--- config.mk ---
export PLATFORM = sky130hd
export DESIGN_NAME = seg_scan_ctrl
export DESIGN_NICKNAME = d
export VERILOG_FILES = /design/src/rtl/seg_pkg.sv /design/src/rtl/seg7_decode.sv /design/src/rtl/seg_scan_ctrl.sv
export SDC_FILE = /design/constraint.sdc
export NUM_CORES = 1
export LEC_CHECK = 0
export CAP_MARGIN = 15
export CELL_PAD_IN_SITES_DETAIL_PLACEMENT = 1
export CELL_PAD_IN_SITES_GLOBAL_PLACEMENT = 2
export CORE_UTILIZATION = 30
export CTS_BUF_LIST = sky130_fd_sc_hd__clkbuf_4
export DETAILED_ROUTE_END_ITERATION = 6
export DONT_BUFFER_PORTS = 1
export GPL_TIMING_DRIVEN = 0
export PLACE_DENSITY = 0.65
export SLEW_MARGIN = 20
export SYNTH_ARGS = -nofsm -noshare
export SYNTH_HDL_FRONTEND = slang
export SYNTH_HIERARCHICAL = 1
export SYNTH_SLANG_ARGS = --single-unit
--- constraint.sdc ---
create_clock -name i_clk -period 3.9 [get_ports i_clk]
set_input_delay 0.39 -clock i_clk [delete_from_list [all_inputs] [get_ports i_clk]]
set_output_delay 0.39 -clock i_clk [all_outputs]
set_load 0.02 [all_outputs]
--- src/rtl/seg_pkg.sv ---
// rtl/seg_pkg.sv - shared constants for the 4-digit 7-segment scan controller
package seg_pkg;

  // Number of multiplexed digits on the display
  localparam int NDIG = 4;

  // All segments off (active-low) and all digit enables off (active-low)
  localparam logic [6:0] SEG_OFF = 7'h7F;
  localparam logic [3:0] DIG_OFF = 4'hF;

  // Active-low {g,f,e,d,c,b,a} patterns; element [n] is the glyph for nibble n
  localparam logic [15:0][6:0] SEG_LUT = {
    7'h0E, 7'h06, 7'h21, 7'h46,   // F E d C
    7'h03, 7'h08, 7'h10, 7'h00,   // b A 9 8
    7'h78, 7'h02, 7'h12, 7'h19,   // 7 6 5 4
    7'h30, 7'h24, 7'h79, 7'h40    // 3 2 1 0
  };

endpackage

--- src/rtl/seg7_decode.sv ---
// rtl/seg7_decode.sv - combinational hex nibble to active-low segment decoder
module seg7_decode
  import seg_pkg::*;
(
  input  logic [3:0] i_nib,
  output logic [6:0] o_seg
);

  assign o_seg = SEG_LUT[i_nib];

endmodule

--- src/rtl/seg_scan_ctrl.sv ---
// rtl/seg_scan_ctrl.sv - double-buffered 4-digit 7-segment scan scheduler
module seg_scan_ctrl
  import seg_pkg::*;
#(
  parameter int               DIV_W     = 16,
  parameter logic [DIV_W-1:0] SCAN_DIV  = 16'd12500,
  parameter logic [DIV_W-1:0] BLANK_CYC = 16'd250
) (
  input  logic       i_clk,
  input  logic       i_rst_n,
  input  logic       i_wr_en,
  input  logic [1:0] i_wr_addr,
  input  logic [3:0] i_wr_data,
  input  logic       i_commit,
  input  logic       i_lzb,
  output logic       o_busy,
  output logic       o_frame,
  output logic [6:0] o_hex,
  output logic [3:0] o_dig
);

  localparam logic [DIV_W-1:0] CNT_ONE  = {{(DIV_W-1){1'b0}}, 1'b1};
  localparam logic [DIV_W-1:0] CNT_LAST = SCAN_DIV - CNT_ONE;

  logic [DIV_W-1:0]     r_cnt;
  logic [1:0]           r_idx;
  logic [NDIG-1:0][3:0] r_shadow;
  logic [NDIG-1:0][3:0] r_active;
  logic                 r_pending;
  logic [6:0]           r_hex;
  logic [3:0]           r_dig;
  logic                 r_frame;

  logic       w_slot_end;
  logic       w_boundary;
  logic       w_blank;
  logic       w_lz_blank;
  logic [3:0] w_nib;
  logic [6:0] w_seg;

  assign w_slot_end = (r_cnt == CNT_LAST);
  assign w_boundary = w_slot_end && (r_idx == 2'd3);
  assign w_blank    = (r_cnt < BLANK_CYC);
  assign w_nib      = r_active[r_idx];

  // Leading zeros are judged on the committed store so blanking never tears mid-frame
  assign w_lz_blank = i_lzb && (
      ((r_idx == 2'd3) && (r_active[3] == 4'd0)) ||
      ((r_idx == 2'd2) && (r_active[3] == 4'd0) && (r_active[2] == 4'd0)) ||
      ((r_idx == 2'd1) && (r_active[3] == 4'd0) && (r_active[2] == 4'd0) &&
                          (r_active[1] == 4'd0)));

  seg7_decode u_decode (
    .i_nib (w_nib),
    .o_seg (w_seg)
  );

  // Slot prescaler and digit scan index
  always_ff @(posedge i_clk or negedge i_rst_n) begin
    if (!i_rst_n) begin
      r_cnt <= '0;
      r_idx <= 2'd0;
    end else if (w_slot_end) begin
      r_cnt <= '0;
      r_idx <= r_idx + 2'd1;
    end else begin
      r_cnt <= r_cnt + CNT_ONE;
    end
  end

  // Shadow store accepts writes at any time, including while a commit is pending
  always_ff @(posedge i_clk or negedge i_rst_n) begin
    if (!i_rst_n) begin
      r_shadow <= '0;
    end else if (i_wr_en) begin
      r_shadow[i_wr_addr] <= i_wr_data;
    end
  end

  // Pending commit copies the shadow into the active store only at a frame boundary
  always_ff @(posedge i_clk or negedge i_rst_n) begin
    if (!i_rst_n) begin
      r_active  <= '0;
      r_pending <= 1'b0;
    end else if (w_boundary && r_pending) begin
      r_active  <= r_shadow;
      r_pending <= i_commit;
    end else if (i_commit) begin
      r_pending <= 1'b1;
    end
  end

  // Registered display outputs: blank interval first, then the selected digit
  always_ff @(posedge i_clk or negedge i_rst_n) begin
    if (!i_rst_n) begin
      r_hex   <= SEG_OFF;
      r_dig   <= DIG_OFF;
      r_frame <= 1'b0;
    end else begin
      r_frame <= w_boundary;
      if (w_blank) begin
        r_hex <= SEG_OFF;
        r_dig <= DIG_OFF;
      end else begin
        r_dig <= ~(4'b0001 << r_idx);
        r_hex <= w_lz_blank ? SEG_OFF : w_seg;
      end
    end
  end

  assign o_busy  = r_pending;
  assign o_frame = r_frame;
  assign o_hex   = r_hex;
  assign o_dig   = r_dig;

endmodule
==> impl_metrics.csv <==
group,metric,value,unit
power,p_per_area,365,nW/um2
timing,slew_violations,0,
finish,num_antenna_cells,0,
yosys,synth_area_leaders,"dfrtp_1 (44%), mux2_2 (12%), dfstp_2 (9.7%)",
clock_tree,clockBufferDepth,2,
yosys,synthFlopType,"dfrtp_1",
clock_tree,clk_pin_slew_worst_paths,130,ps
timing,worst_slew_pin_slew,715,ps
worst_setup_path,crit_path_top_delay_cell,"mux4_2",
power,power.switching,0.000289,W
yosys,synth.yosys.seq_area_share,53.4,%
timing,holdWs,110,ps
yosys,syn_inst,232,
worst_setup_path,reg2reg_depth,7,
clock_tree,cts_root_buffer,"clkbuf_4",
finish,layout-drive-gt1-share,30.4,%
route,routed_wl,5.82,mm
yosys,yosysWarnings,6,
power,ir_drop,0.170,mV
placed_design,hpwl,4.17,mm
die,core_area,9680,um2
die,die_x,102,um
route,drt_pre_antenna_iters,4,
outcome,status,"finished clean",
worst_setup_path,slowest_delay,630,ps
yosys,syn_avg_cell_area,12.8,um2
finish,nets,268,
worst_setup_path,crit_type,"reg2reg",
timing,timing.fmax,414,MHz
timing,hold_viol_final,0,
route,via_count,1780,
clock_tree,tritoncts,"done",
clock_tree,cts_max_level,3,
power,cellLeakagePower,1.37,nW
die,dieArea,10300,um2
finish,post_layout_nonfiller_instances,383,
route,final_antenna_net_count,0,
worst_setup_path,cp-start-kind,"register",
timing,min_period,2420,ps
flow_run,drv_cap,0,
route,avgViaCountPerCell,4.65,
placed_design,place.gp.congestion,0.747,
die,ios,24,
yosys,yosysTopAreaCell,"dfrtp_1",
timing,slew_headroom,52.2,%
clock_tree,clk_latency,410,ps
power,power_frac_comb,4.3,%
global_route,antenna_found_initial,0,
worst_setup_path,crit_path_end_kind,"register",
yosys,syn_area,2980,um2
power,power.total,0.00121,W
min_path,min_path_type,"in2reg",
timing,period_share,62.0,%
clock_tree,post_cts_buffers,0,
power,p_sw_share,23.8,%
yosys,async_flop_share,100,%
global_route,grt_max_degree,64,
timing,rsz0062_at_grt,"false",
yosys,ys_types,41,
finish,area.growth.synth_to_final,11.6,%
placed_design,place_inst,365,
die,die_h,102,um
global_route,grt-ovfl-total,0,
placed_design,dpl-instance-area,3150,um2
worst_setup_path,cp.required,4250,ps
route,post_drt_wl_per_cell,15.2,um
die,num_rows,36,
power,seq_power_share,58.0,%
yosys,synth_seq_cells,63,
clock_tree,cts_made_buffers,9,
worst_setup_path,cp_cell_sequence,"clkbuf_1, mux4_2, inv_1, ha_1, inv_1, mux4_2, nand3b_1",
global_route,grt_pass1_vias,1918,
timing,fin_skew,31.2,ps
yosys,synth_top_area_share,43.7,%
global_route,grt.total_usage,13.2,%
timing,fin_tns_setup,0,ps
yosys,synth_edf_count,0,
route,drt_iter0_markers,80,
die,start_util,30.8,%
timing,setup-violations-final,0,
global_route,grt_pass1_wl,10.2,mm
placed_design,portBuffers,0,
min_path,worstHoldPathCells,1,
yosys,syn_nets,255,
clock_tree,numClockSinks,63,
power,pwr-share-clk,37.7,%
route,drc_errors,0,
power,intPower,0.000925,W
worst_setup_path,arrival,2770,ps
worst_setup_path,crit_fanout,6,
finish,finish.instance_area,3320,um2
## sequential cells by signal, summed over array words and instances, names as in the netlist
register  count
r_cnt        16
r_idx         2
o_hex         7
r_shadow     16
o_dig         4
r_active     16
o_frame       1
o_busy        1
## metal layers
layer	vias to the layer above	track usage, %	wire [um]
met5	-	0	0
met4	0	4.01	48
met3	4	4.76	255
met2	33	19.6	2660
met1	896	17.9	2850
li1	847	-	-
## final timing paths
check,from,to,slack (ps)
worst max-delay path,r_idx[0],o_hex[3],1480
worst min register to register,r_cnt[0],r_cnt[0],470
max in group asynchronous,i_rst_n,o_dig[3],3040
worst max register to register,r_idx[0],o_hex[3],1480
worst min-delay path,i_commit,o_busy,110
min in group asynchronous,i_rst_n,r_active[1],560
## power groups by stage
stage	clock, W	sequential [W]	combinational, W
2_1_floorplan	0	0.000706	0.0000324
3_3_place_gp	0	0.000715	0.0000348
3_5_place_dp	0	0.000717	0.0000372
4_1_cts	0.000476	0.000704	0.0000549
5_1_grt	0.000505	0.000709	0.0000590
6_report	0.000458	0.000704	0.0000524
## metrics by stage
step | util [%] | setup WS (ps)
finish | 34.3 | 1480
global route | 34.3 | 1300
CTS | 34.3 | 1460
detailed placement | 32.5 | 1460
global placement | 32.5 | 1500
floorplan | - | 1680
## synth_stat cells (2+ instances only)
cell and count:
and4_1 2, nand3_1 7, xnor2_1 9, o21ai_0 6, ha_1 12, nand2_1 13
or4_4 2, nand3b_1 9, or3_1 4, mux2i_1 5, inv_1 9, nor4_1 6
dfrtp_1 52, mux2_2 32, dfstp_2 11, mux4_2 5, xor2_1 5, clkbuf_1 3
nor3_1 4, nor2_1 14, buf_6 2
## cell families after synthesis
family          count (synthesis)  synth area share (%)
flops                          63                  53.4
mux                            42                  17.6
fa+ha+maj                      12                  5.04
simple gates                   72                  14.2
xor+xnor                       14                  4.12
buf+inv                        17                  3.07
compound gates                 12                  2.65
## layout by cell type, fill, tap and decap left out, types with 2 or more instances in the layout
master    instances
nand3_1           7
or4_4             2
dfstp_2          11
clkbuf_4         11
xor2_1            5
nor3_1            4
and4_1            2
mux2i_1           5
mux2_2           32
or3_1             4
inv_1             9
nor2_1           14
nand3b_1          9
nand2_1          13
ha_1             12
o21ai_0           6
xnor2_1           9
nor4_1            6
clkbuf_1          3
mux4_2            5
buf_6             2
dfrtp_1          52
clkinv_4          2
## worst max-delay path: cells and delay by family, from the launching register on
kind	cells	cell delay [ps]
mux	2	1060
buf+inv	3	560
flops	1	390
fa+ha+maj	1	190
simple gates	1	160
## timing repair
item,CTS,global route
hold buffers,2,0
hold endpoints to repair,63,0
resized for setup,0,0
setup endpoints to repair,0,0
## final cells by class
class / count / area (um2)
well taps: 133 / 166
fillers: 1063 / 6360
plain buffers: 7 / 53.8
repair buffers: 2 / 37.5
flip-flops and latches: 63 / 1590
clock buffers: 11 / 82.6
multi-input cells: 152 / 1300
clock inverters: 5 / 58.8
inverters: 10 / 37.5
No activity file was read; power rests on OpenSTA's default activity.
